==> config.mk <==
export PLATFORM = sky130hd
export DESIGN_NAME = uart_rx_deser
export DESIGN_NICKNAME = d
export VERILOG_FILES = /design/src/rtl/uart_pkg.sv /design/src/rtl/uart_rx_sync.sv /design/src/rtl/uart_rx_deser.sv
export SDC_FILE = /design/constraint.sdc
export NUM_CORES = 1
export LEC_CHECK = 0
export ABC_CLOCK_PERIOD_IN_PS = 3000
export CORE_AREA = 2 2 72 57
export DETAILED_ROUTE_END_ITERATION = 8
export DIE_AREA = 0 0 74 59
export GPL_ROUTABILITY_DRIVEN = 0
export SLEW_MARGIN = 0
export SYNTH_ARGS = -nofsm -noshare
export SYNTH_HDL_FRONTEND = slang
export SYNTH_HIERARCHICAL = 1
export SYNTH_SLANG_ARGS = --single-unit
==> constraint.sdc <==
create_clock -name iCLK -period 3 [get_ports iCLK]
set_clock_uncertainty 0.1 [all_clocks]
set_input_delay 0.6 -clock iCLK [delete_from_list [all_inputs] [get_ports iCLK]]
set_output_delay 0.6 -clock iCLK [all_outputs]
set_load 0.01 [all_outputs]
==> src/rtl/uart_pkg.sv <==
// Shared UART definitions for the receive path and the command interpreter.
// Contents:
//   rx_state_t           receiver FSM state encoding
//   UART_OVERSAMPLE_DEF  default ticks per bit period
//   UART_DATA_BITS_DEF   default data bits per frame
//   CMD_*                command bytes decoded by the interpreter
package uart_pkg;

    localparam int unsigned UART_OVERSAMPLE_DEF = 16;
    localparam int unsigned UART_DATA_BITS_DEF  = 8;

    localparam logic [7:0] CMD_WR = 8'h77;
    localparam logic [7:0] CMD_RD = 8'h72;
    localparam logic [7:0] CMD_SP = 8'h20;
    localparam logic [7:0] CMD_CR = 8'h0D;

    typedef enum logic [2:0] {
        IDLE,
        START,
        DATA,
        PARITY,
        STOP,
        WAIT_IDLE
    } rx_state_t;

endpackage

==> src/rtl/uart_rx_sync.sv <==
// Multi-flop synchronizer for the asynchronous serial line.
// Flops reset to 1 so a reset never looks like a start bit.
// Ports:
//   clk      system clock
//   rst      synchronous reset, active-high
//   rx_async asynchronous serial line
//   rx_s     line delayed by SYNC_STAGES flops
module uart_rx_sync
    import uart_pkg::*;
#(
    parameter int unsigned SYNC_STAGES = 2
) (
    input  logic clk,
    input  logic rst,
    input  logic rx_async,
    output logic rx_s
);

    logic [SYNC_STAGES-1:0] sync_q;

    always_ff @(posedge clk) begin
        if (rst) begin
            sync_q <= '1;
        end else begin
            sync_q <= {sync_q[SYNC_STAGES-2:0], rx_async};
        end
    end

    assign rx_s = sync_q[SYNC_STAGES-1];

endmodule

==> src/rtl/uart_rx_deser.sv <==
// UART receiver: oversamples the serial line, validates the start bit at
// mid-bit, shifts data LSB-first and checks the stop bit.
// Optional macro UART_RX_PARITY_EN adds an even-parity bit and oUART_RX_PERR.
// Ports:
//   iCLK, iRESET   clock, synchronous active-high reset
//   iUART_RX       asynchronous serial line (idle high)
//   iUART_RX_TICK  one-cycle pulse at OVERSAMPLE x baud
//   iUART_RX_EN    receiver enable
//   oser2par       last good received byte
//   oUART_RX_STOP  strobe: oser2par just updated
//   oUART_RX_FERR  strobe: stop bit sampled low
//   oUART_RX_PERR  strobe: parity error (parity build only)
//   oUART_RX_BUSY  high while the FSM is not idle
module uart_rx_deser
    import uart_pkg::*;
#(
    parameter int unsigned OVERSAMPLE  = UART_OVERSAMPLE_DEF,
    parameter int unsigned DATA_BITS   = UART_DATA_BITS_DEF,
    parameter int unsigned SYNC_STAGES = 2
) (
    input  logic                 iCLK,
    input  logic                 iRESET,
    input  logic                 iUART_RX,
    input  logic                 iUART_RX_TICK,
    input  logic                 iUART_RX_EN,
    output logic [DATA_BITS-1:0] oser2par,
    output logic                 oUART_RX_STOP,
    output logic                 oUART_RX_FERR,
`ifdef UART_RX_PARITY_EN
    output logic                 oUART_RX_PERR,
`endif
    output logic                 oUART_RX_BUSY
);

    localparam int unsigned TW = $clog2(OVERSAMPLE);
    localparam int unsigned BW = $clog2(DATA_BITS + 1);
    localparam logic [TW-1:0] TICK_MID  = TW'(OVERSAMPLE / 2 - 1);
    localparam logic [TW-1:0] TICK_LAST = TW'(OVERSAMPLE - 1);
    localparam logic [BW-1:0] BIT_LAST  = BW'(DATA_BITS - 1);

    logic                 rx_s;
    rx_state_t            state_q, state_n;
    logic [TW-1:0]        tick_q, tick_n;
    logic [BW-1:0]        bit_q, bit_n;
    logic [DATA_BITS-1:0] shift_q, shift_n;
    logic [DATA_BITS-1:0] data_q, data_n;
    logic                 stop_q, stop_n;
    logic                 ferr_q, ferr_n;
    logic                 armed_q, armed_n;
    logic                 at_last;
`ifdef UART_RX_PARITY_EN
    logic                 par_ok_q, par_ok_n;
    logic                 perr_q, perr_n;
`endif

    uart_rx_sync #(
        .SYNC_STAGES(SYNC_STAGES)
    ) u_sync (
        .clk      (iCLK),
        .rst      (iRESET),
        .rx_async (iUART_RX),
        .rx_s     (rx_s)
    );

    assign at_last = iUART_RX_TICK && (tick_q == TICK_LAST);

    always_ff @(posedge iCLK) begin
        if (iRESET) begin
            state_q  <= IDLE;
            tick_q   <= '0;
            bit_q    <= '0;
            shift_q  <= '0;
            data_q   <= '0;
            stop_q   <= 1'b0;
            ferr_q   <= 1'b0;
            armed_q  <= 1'b0;
`ifdef UART_RX_PARITY_EN
            par_ok_q <= 1'b0;
            perr_q   <= 1'b0;
`endif
        end else begin
            state_q  <= state_n;
            tick_q   <= tick_n;
            bit_q    <= bit_n;
            shift_q  <= shift_n;
            data_q   <= data_n;
            stop_q   <= stop_n;
            ferr_q   <= ferr_n;
            armed_q  <= armed_n;
`ifdef UART_RX_PARITY_EN
            par_ok_q <= par_ok_n;
            perr_q   <= perr_n;
`endif
        end
    end

    always_comb begin
        state_n  = state_q;
        tick_n   = tick_q;
        bit_n    = bit_q;
        shift_n  = shift_q;
        data_n   = data_q;
        stop_n   = 1'b0;
        ferr_n   = 1'b0;
        armed_n  = armed_q;
`ifdef UART_RX_PARITY_EN
        par_ok_n = par_ok_q;
        perr_n   = 1'b0;
`endif

        // Wrap explicitly so non-power-of-two OVERSAMPLE values still work.
        if (iUART_RX_TICK) begin
            tick_n = (tick_q == TICK_LAST) ? '0 : tick_q + 1'b1;
        end

        // Disable overrides everything: no strobes, and the receiver must
        // see an idle-high line again before it accepts a start bit.
        if (!iUART_RX_EN) begin
            state_n = IDLE;
            armed_n = 1'b0;
            tick_n  = '0;
            bit_n   = '0;
        end else begin
            case (state_q)
                IDLE: begin
                    if (rx_s) begin
                        armed_n = 1'b1;
                    end else if (armed_q) begin
                        state_n = START;
                        tick_n  = '0;
                        bit_n   = '0;
                    end
                end
                START: begin
                    if (iUART_RX_TICK && (tick_q == TICK_MID)) begin
                        if (!rx_s) begin
                            tick_n  = '0;
                            state_n = DATA;
                        end else begin
                            state_n = IDLE;
                        end
                    end
                end
                DATA: begin
                    if (at_last) begin
                        shift_n = {rx_s, shift_q[DATA_BITS-1:1]};
                        bit_n   = bit_q + 1'b1;
                        if (bit_q == BIT_LAST) begin
                            bit_n   = '0;
`ifdef UART_RX_PARITY_EN
                            state_n = PARITY;
`else
                            state_n = STOP;
`endif
                        end
                    end
                end
`ifdef UART_RX_PARITY_EN
                PARITY: begin
                    if (at_last) begin
                        par_ok_n = ~(^shift_q ^ rx_s);
                        state_n  = STOP;
                    end
                end
`endif
                STOP: begin
                    if (at_last) begin
                        if (rx_s) begin
`ifdef UART_RX_PARITY_EN
                            if (par_ok_q) begin
                                data_n = shift_q;
                                stop_n = 1'b1;
                            end else begin
                                perr_n = 1'b1;
                            end
`else
                            data_n = shift_q;
                            stop_n = 1'b1;
`endif
                            state_n = IDLE;
                        end else begin
                            ferr_n  = 1'b1;
                            state_n = WAIT_IDLE;
                        end
                    end
                end
                WAIT_IDLE: begin
                    if (rx_s) begin
                        state_n = IDLE;
                    end
                end
                default: state_n = IDLE;
            endcase
        end
    end

    assign oser2par      = data_q;
    assign oUART_RX_STOP = stop_q;
    assign oUART_RX_FERR = ferr_q;
`ifdef UART_RX_PARITY_EN
    assign oUART_RX_PERR = perr_q;
`endif
    assign oUART_RX_BUSY = (state_q != IDLE);

endmodule

==> run summary, run 1 <==
result of the run: finished, final reports clean
first-pass GRT wire length: 4.71 mm
relative max-transition margin: 58.7%
H-Tree Depth: 2
FMAX: 407 MHz
Pins Over Slew Limit: 0
CORE AREA: 3590 µm²
Max Root-Sink Buffers: 2
commonest non-fill, non-tap cells in the layout: dfxtp_1, nor2_1, mux2i_1, clkdlybuf4s50_1, o21ai_0
power density over the cells: 498 nW/µm²
DIE AREA: 4370 µm²
slew of the pin with the lowest slew margin: 0.618 ns
YS warnings: 6
Worst setup EP type: output port
Area contributors post-synth: dfxtp_1, mux2i_1, nor2_1, o21ai_0, a21oi_1
Clock Sinks: 32
Inst Count DP: 212
CTS buffer count: 5
Post-Syn Nets: 157
initial antenna violation count: 0
Synth Flop Type: dfxtp_1
Yosys top cell area share: 45.6%
Yosys reg bits: 32
area delta synth->final: 22.2%
Die W: 74 µm
nets@finish: 174
register area share after synthesis: 45.6%
Setup-failing EPs final: 0
RSZ-0062 raised after global routing: false
HPWL after detailed placement: 2.00 mm
Post-CTS Hold Fix Bufs: 0
most common cell after layout, fill and taps aside: dfxtp_1
chip height: 59 µm
total chip power: 855 µW
clock latency on the worst-skew pair: 0.27 ns
buffer count from post-CTS setup fixing: 0
Critical Path AT: 1.76 ns
synthesized netlist cell count: 150
Synth area leader: dfxtp_1
TNS Setup: 0 ns
post-route clock period utilization: 82.0%
DRC Markers: 0
Ant. Diodes: 0
EDFF count, synth: 0
Starting Density: 39.2%
via/cell ratio: 5.17
initial detailed-routing violation count: 68
Final Hold Vio Count: 0
io pins: 16
max-cap check violation count: 0
final non-filler cell total: 220
crit path kind: register to output port
area of the mapped netlist: 1410 µm²
clock slew at reported path FFs: 0.06 ns
root buffer cell: clkbuf_8
first-pass iteration count of the detailed router: 4
Hold Crit Class: register to register
ys async rst share: 0%
Worst Path Max Fanout: 18
Leak: 0.737 nW
CP startpoint kind: register
average wire per standard cell: 12.5 µm
vias in the first global route: 1064
Max IR drop VDD: 0.000259 V
share of cells above drive strength 1: 10.7%
post-layout min period: 2.46 ns
gr ovfl total: 0
Post-CTS Resized: 0
via count: 1138
Avg Inst Size Synth: 9.38 µm²
hold_ws: 0.308 ns
synth unique cells: 40
Crit path required time: 2.30 ns
CTS tree: yes
Std-Cell Rows: 19
Tot GR Track Use: 14.2%
ANT nets after route: 0
largest net degree at the start of global routing: 20
count of input and output buffers: 15
final WL: 2.76 mm
flip-flops by register name, summed over array words and instances (netlist names):
name / cells
armed_q: 1
bit_q: 4
oUART_RX_FERR: 1
oUART_RX_STOP: 1
oser2par: 8
shift_q: 8
state_q: 3
tick_q: 4
u_sync/sync_q: 2
synth_stat cells, drive strengths merged, types with 3 or more instances:
cell type,count
a211oi,3
a21oi,7
buf,6
clkbuf,5
dfxtp,32
inv,3
mux2i,18
nand2,5
nand3,3
nand4,4
nor2,22
nor3,4
nor3b,3
o21ai,8
or2,3
critical path: stages, from the launching register on:
cell             delay [ns]
dfxtp_1                0.72
nor3_1                 0.16
inv_1                  0.08
clkdlybuf4s50_1        0.53
per-layer routing:
layer | track usage (%) | up-vias | share of wire (%)
met3 | 4.59 | 5 | 5.0
li1 | - | 570 | -
met4 | 5.45 | 0 | 1.3
met2 | 21.8 | 23 | 42
met1 | 18.8 | 540 | 52
met5 | 0 | - | 0
metrics by stage:
stage / util [%] / setup WS, ns / instance area (µm²)
floorplan: - / 0.972 / 1410
global placement: 44.9 / 0.446 / 1610
finish: 47.9 / 0.541 / 1720
detailed placement: 44.9 / 0.364 / 1610
CTS: 47.9 / 0.556 / 1720
global route: 47.9 / 0.441 / 1720
power breakdown:
part / total [mW] / internal (mW) / switching, mW
combinational: 0.0292 / 0.0136 / 0.0156
clock: 0.394 / 0.246 / 0.148
sequential: 0.432 / 0.428 / 0.00379
total: 0.855 / 0.688 / 0.168
layout make-up:
class | instances | area (µm²)
Clock buffer | 6 | 72.6
Clock inverter | 2 | 35.0
Fill cell | 351 | 1870
Inverter | 3 | 11.3
Multi-Input combinational cell | 104 | 698
Sequential cell | 32 | 641
Tap cell | 52 | 65.1
Timing Repair Buffer | 21 | 195
logic make-up (layout without fill, tap and decap cells):
logic type	after synthesis	in the layout	synth area share [%]
mux	18	18	12.8
flops	32	32	45.6
compound gates	22	22	10.1
buf+inv	14	32	4.80
simple gates	60	60	23.7
fa+ha+maj	2	2	1.78
xor+xnor	2	2	1.25
worst paths after layout:
path | startpoint | endpoint | slack [ns] | cells past startpoint
worst min-delay path | u_sync/sync_q[0] | u_sync/sync_q[1] | 0.31 | 1
worst max-delay path | state_q[1] | oUART_RX_BUSY | 0.54 | 3
worst max register to register | state_q[1] | state_q[2] | 0.88 | 4
worst min register to register | u_sync/sync_q[0] | u_sync/sync_q[1] | 0.31 | 1
No activity file was read; power rests on OpenSTA's default activity.
==> run 2: changes to the inputs <==
Settings changed: ABC_CLOCK_PERIOD_IN_PS 3000 to 2400.
Clock period 3 ns to 2.4 ns, I/O delays scaled along.
==> run 2 against run 1 <==
Count of clock-buffer cells in the layout is 1 higher. Sequential cell count unchanged. Sequential power up 25%. Global-route usage increased by 0.26 points. Die area stayed put. Non-clock buffer count up 6. First-iteration DRC count decreased by 34%. Power up 33%. Combinational power up 36%. Clock power increased by 41%. Design area grew 3.7%.
==> run summary, run 2 (synthesized netlist as in run 1, its figures left out) <==
result of the run: finished, final reports clean
crit path kind: primary input to register
Post-CTS Hold Fix Bufs: 0 (unchanged)
gr ovfl total: 0 (unchanged)
post-layout min period: 2.09 ns
fillers: 350 (-0.28%)
hold path start: u_sync/sync_q[0]
ANT nets after route: 0 (unchanged)
share of cells above drive strength 1: 14.4% (+3.7 points)
power density over the cells: 637 nW/µm² (+28%)
post-route setup slack: 0.310 ns (-0.231 ns)
flop-to-flop setup slack: 0.38 ns (-0.50 ns)
CORE AREA: 3590 µm² (unchanged)
GRT met3 Usage: 4.93% (+0.34 points)
average wire per standard cell: 12.5 µm (-0.15%)
pre-CTS WS: 0.0170 ns (-0.347 ns)
post-route clock period utilization: 87.1%
Clock Sinks: 32 (unchanged)
initial antenna violation count: 0 (unchanged)
RSZ-0062 raised after global routing: false
Final Hold Vio Count: 0 (unchanged)
Crit path required time: 2.48 ns (+0.18 ns)
Max Root-Sink Buffers: 2 (unchanged)
Tot GR Track Use: 14.5% (+0.26 points)
Pins Over Slew Limit: 0 (unchanged)
met1 Use GR: 20.0% (+1.3 points)
DIE AREA: 4370 µm² (unchanged)
via count: 1116 (-1.9%)
initial detailed-routing violation count: 45 (-34%)
Worst Path Max Fanout: 4 (-14)
FMAX: 479 MHz
Critical Path AT: 2.17 ns (+0.41 ns)
Std-Cell Rows: 19 (unchanged)
hold path endpoint: u_sync/sync_q[1]
area delta synth->final: 26.7%
WP buf/inv: 1 (-1)
CTS buffer count: 5 (unchanged)
final WL: 2.83 mm (+2.6%)
Worst setup EP type: register
Post-CTS Resized: 0 (unchanged)
met2 GRT Util: 21.3% (-0.51 points)
largest net degree at the start of global routing: 19 (-5.0%)
Worst R2R End: state_q[2]
CP max-delay cell: or4b_4
Die W: 74 µm (unchanged)
clock slew at reported path FFs: 0.07 ns (about the same)
crit-path max cell delay: 0.55 ns (-0.17 ns)
commonest non-fill, non-tap cells in the layout: dfxtp_1, nor2_1, mux2i_1, clkdlybuf4s50_1, buf_4
H-Tree Depth: 2 (unchanged)
Hold Crit Class: register to register
DRC Markers: 0 (unchanged)
io pins: 16 (unchanged)
buffer count from post-CTS setup fixing: 0 (unchanged)
nets@finish: 180 (+3.4%)
via/cell ratio: 4.94 (-4.5%)
R2R Path Start: tick_q[0]
root buffer cell: clkbuf_8
HPWL after detailed placement: 2.10 mm (+5.4%)
TNS Setup: 0 ns (unchanged)
CTS tree: yes
Setup-failing EPs final: 0 (unchanged)
most common cell after layout, fill and taps aside: dfxtp_1
Leak: 0.774 nW (+5.1%)
grt peak-use layer: met2
vias in the first global route: 1074 (+0.94%)
relative max-transition margin: 71.6% (+13 points)
Starting Density: 39.2% (unchanged)
clock latency on the worst-skew pair: 0.27 ns (about the same)
Ant. Diodes: 0 (unchanged)
first-pass GRT wire length: 4.87 mm (+3.4%)
max-cap check violation count: 0 (unchanged)
CP startpoint kind: primary input
cells along the critical path: clkdlybuf4s50_1 -> nand4_1 -> a21o_1 -> or4b_4 -> o41ai_2
FF-to-FF path depth: 5 (+1)
worst hold path depth: 1 (unchanged)
slew of the pin with the lowest slew margin: 0.421 ns (-0.197 ns)
first-pass iteration count of the detailed router: 4 (unchanged)
count of input and output buffers: 15 (unchanged)
largest delay contributor family on the critical path: simple AND/OR/NAND/NOR gates
chip height: 59 µm (unchanged)
Max IR drop VDD: 0.000409 V (+58%)
run 2: cell types whose count changed in the layout (fill, tap and decap cells not counted):
| cell | before | now |
|---|---|---|
| clkbuf_1 | 1 | 0 |
| clkinv_2 | 1 | 0 |
| clkbuf_8 | 5 | 7 |
| buf_4 | 6 | 12 |
run 2: area by class of cell:
| type | count | area [µm²] | area share [%] |
|---|---|---|---|
| clock buffer | 7 | 96.3 | 5.41 |
| sequential | 32 | 641 | 36.0 |
| clock inverter | 1 | 30.0 | 1.69 |
| inverter | 3 | 11.3 | 0.632 |
| timing repair buffer | 27 | 240 | 13.5 |
| multi-input combinational | 104 | 698 | 39.2 |
| tap | 52 | 65.1 | 3.65 |
run 2: power by group:
group	internal (mW)	switching, mW	leakage [nW]
combinational	0.0198	0.0198	0.451
clock	0.366	0.190	0.0645
sequential	0.535	0.00493	0.259
total	0.921	0.215	0.774
run 2: worst max-delay path by stage:
stage	from	to	slack, ns	cells past startpoint
after floorplan	iUART_RX_TICK	state_q[2]	0.49	6
final	iUART_RX_TICK	state_q[2]	0.31	5
after CTS	iUART_RX_TICK	state_q[2]	0.30	5
after global placement	iUART_RX_TICK	state_q[2]	0.13	5
after global routing	iUART_RX_TICK	tick_q[3]	0.18	7
after detailed placement	iUART_RX_TICK	state_q[2]	0.02	5
run 2: metal layers:
| layer | share of wire (%) | vias to the layer above |
|---|---|---|
| met5 | 0 | - |
| met4 | 0 | 0 |
| met3 | 2.2 | 0 |
| met2 | 43 | 13 |
| met1 | 55 | 522 |
| li1 | - | 581 |
run 2: stage by stage:
step	util [%]	total power, mW	cell area [µm²]	hold slack (ns)	std cells
final	49.6	1.14	1780	0.310	226
after global routing	49.6	1.18	1780	0.330	226
after CTS	49.6	1.14	1780	0.314	226
after detailed placement	46.1	0.592	1660	0.299	218
after global placement	46.1	0.590	1660	0.286	218
after floorplan	-	0.573	1410	0.283	150
==> run 3: changes to the inputs <==
Settings changed: CORE_AREA 2 2 72 57 to 2 2 73 57, DIE_AREA 0 0 74 59 to 0 0 75 59, SKIP_LAST_GASP from default to 1, SYNTH_HIERARCHICAL 1 to default.
==> run 3 against run 2 <==
Clock power shrank 22%. Worst setup slack lost 0.14 ns. Non-clock buffer count shrank 7. Global-route usage shrank 1.1 points. Cell count shrank 5.3%. Sequential share of layout area grew 1.2 points. Sequential power is essentially flat. Largest power group is now sequential cells. Highest routed layer is now met4.
==> run summary, run 3 <==
result of the run: finished, final reports clean
cells along the critical path: nor3_1 -> inv_1 -> clkdlybuf4s50_1
power density over the cells: 586 nW/µm² (-8.0%)
Net Switching: 203 µW (-5.3%)
clock slew at reported path FFs: 0.06 ns (about the same)
flop-to-flop setup slack: 0.42 ns (+0.04 ns)
Worst setup EP type: output port
synthesized netlist cell count: 143 (-4.7%)
root buffer cell: clkbuf_8
CTS buffer count: 5 (unchanged)
ys async rst share: 0% (unchanged)
area delta synth->final: 20.1%
R2R Path Start: tick_q[0]
Synth area leader: dfxtp_1
Post-CTS Hold Fix Bufs: 0 (unchanged)
Pins Over Slew Limit: 0 (unchanged)
DIE AREA: 4430 µm² (+1.4%)
post-route clock period utilization: 92.7% (+5.6 points)
chip height: 59 µm (unchanged)
via count: 1075 (-3.7%)
synth unique cells: 41 (+2.5%)
CP endpoint: oUART_RX_BUSY
nets@finish: 169 (-6.1%)
gr ovfl total: 0 (unchanged)
H-Tree Depth: 2 (unchanged)
first-pass GRT wire length: 4.40 mm (-9.6%)
FMAX: 449 MHz (-6.1%)
Max IR drop VDD: 0.000342 V (-16%)
relative max-transition margin: 67.6% (-4.0 points)
clock latency on the worst-skew pair: 0.27 ns (about the same)
Area contributors post-synth: dfxtp_1, mux2i_1, nor2_1, nand4_4, buf_6
vias in the first global route: 900 (-16%)
Int Pwr: 808 µW (-12%)
initial antenna violation count: 0 (unchanged)
Setup-failing EPs final: 0 (unchanged)
Yosys reg bits: 32 (unchanged)
most common cell after layout, fill and taps aside: dfxtp_1
switching share of power: 20.1% (+1.2 points)
most numerous cell in the Yosys netlist: dfxtp_1
Critical Path AT: 1.65 ns (-0.52 ns)
slew of the pin with the lowest slew margin: 0.485 ns (+0.0648 ns)
Starting Density: 39.5% (+0.28 points)
CORE AREA: 3640 µm² (+1.3%)
Die W: 75 µm (+1.4%)
ANT nets after route: 0 (unchanged)
most frequent cells after synthesis: dfxtp_1, nor2_1, mux2i_1
Worst Path Max Fanout: 10 (+6)
Crit path required time: 1.82 ns (-0.66 ns)
largest net degree at the start of global routing: 19 (unchanged)
share of cells above drive strength 1: 14.8% (+0.45 points)
io pins: 16 (unchanged)
Critical Path Start: state_q[0]
fillers: 328 (-6.3%)
Worst R2R End: oser2par[7]
FF-to-FF path depth: 5 (unchanged)
Post-CTS Resized: 0 (unchanged)
final WL: 2.68 mm (-5.3%)
max-cap check violation count: 0 (unchanged)
RSZ-0062 raised after global routing: false
CP max-delay cell: dfxtp_1
Yosys top cell area share: 44.6% (-0.91 points)
Reg power frac: 53.5% (+6.0 points)
count of input and output buffers: 15 (unchanged)
final non-filler cell total: 214 (-5.3%)
Ant. Diodes: 0 (unchanged)
Tot GR Track Use: 13.4% (-1.1 points)
hold_ws: 0.305 ns (-0.00559 ns)
Avg Inst Size Synth: 10.0 µm² (+7.0%)
commonest non-fill, non-tap cells in the layout: dfxtp_1, nor2_1, mux2i_1, clkdlybuf4s50_1, nand2_1
CP startpoint kind: register
buffer count from post-CTS setup fixing: 0 (unchanged)
clock power share: 42.9% (-6.1 points)
Leak: 0.724 nW (-6.5%)
TNS Setup: 0 ns (unchanged)
register area share after synthesis: 44.6% (-0.91 points)
area of the mapped netlist: 1440 µm² (+2.0%)
initial detailed-routing violation count: 90 (+100%)
Inst Count DP: 207 (-5.0%)
crit path kind: register to output port
via/cell ratio: 5.02 (+1.7%)
first-pass iteration count of the detailed router: 4 (unchanged)
Clock Sinks: 32 (unchanged)
Hold Crit Class: register to register
combinational share of power: 3.7% (+0.2 points)
Synth Flop Type: dfxtp_1
post-layout min period: 2.23 ns (+0.135 ns)
DRC Markers: 0 (unchanged)
CTS tree: yes
Post-Syn Nets: 150 (-4.5%)
Std-Cell Rows: 19 (unchanged)
EDFF count, synth: 0 (unchanged)
HPWL after detailed placement: 1.93 mm (-8.2%)
YS warnings: 0 (-6)
Final Hold Vio Count: 0 (unchanged)
average wire per standard cell: 12.5 µm (about the same)
Max Root-Sink Buffers: 2 (unchanged)
crit-path max cell delay: 0.62 ns (+0.07 ns)
-- run 3: changes by cell type in the layout (fill, tap and decap cells not counted), sizes merged, moves of 3 or more --
cell / delta
o21ai: -5
nor3b: -3
buf: -7
nand2: +3
a211oi: -3
-- run 3: final cells by class --
cell class / instances / area (µm²) / area share (%)
Clock buffer: 7 / 96.3 / 5.59
Sequential cell: 32 / 641 / 37.2
Timing Repair Buffer: 20 / 188 / 10.9
Multi-Input combinational cell: 101 / 727 / 42.2
Tap cell: 52 / 65.1 / 3.77
Inverter: 2 / 7.51 / 0.435
-- run 3: logic make-up after synthesis --
family	after synthesis	synth area share, %
xor gates and xnor gates	2	1.22
adders and majority gates	2	1.74
DFF	32	44.6
muxes	18	12.6
and+or+nand+nor	60	25.2
AOI/OAI and AO/OA	19	9.94
buffers and inverters	10	4.71
-- run 3: routing by layer --
| layer | up-vias | track usage [%] | part of all wire [%] |
|---|---|---|---|
| met5 | - | 0 | 0 |
| met4 | 0 | 3.83 | 0.75 |
| met3 | 5 | 5.61 | 5.0 |
| met2 | 23 | 17.4 | 42 |
| met1 | 495 | 20.0 | 52 |
| li1 | 552 | - | - |
-- run 3: worst max-delay path, delay by kind of cell (launching register included) --
family	cells	cell delay, ns
flops	1	0.62
buf+inv	2	0.61
simple gates	1	0.15
-- run 3: worst min-delay path by stage --
stage / start / to / slack [ns] / depth (start not counted)
finish: u_sync.sync_q[0] / u_sync.sync_q[1] / 0.30 / 1
global route: u_sync.sync_q[0] / u_sync.sync_q[1] / 0.32 / 1
detailed placement: u_sync.sync_q[0] / u_sync.sync_q[1] / 0.29 / 1
global placement: u_sync.sync_q[0] / u_sync.sync_q[1] / 0.30 / 1
floorplan: u_sync.sync_q[0] / u_sync.sync_q[1] / 0.29 / 1
CTS: u_sync.sync_q[0] / u_sync.sync_q[1] / 0.31 / 1
-- run 3: power groups by stage --
stage	combinational, mW	sequential, mW	clock, mW
after floorplan	0.0251	0.549	0
after global placement	0.0364	0.552	0
after detailed placement	0.0371	0.552	0
after CTS	0.0370	0.540	0.446
after global routing	0.0400	0.541	0.470
final	0.0369	0.540	0.434
-- run 3: per-stage QoR --
stage | cell area, µm² | utilization (%) | power (mW) | setup slack, ns
final | 1720 | 47.4 | 1.01 | 0.175
after global routing | 1720 | 47.4 | 1.05 | 0.0983
after CTS | 1720 | 47.4 | 1.02 | 0.182
after detailed placement | 1630 | 44.8 | 0.589 | 0.179
after global placement | 1630 | 44.8 | 0.589 | 0.184
after floorplan | 1440 | - | 0.574 | 0.766
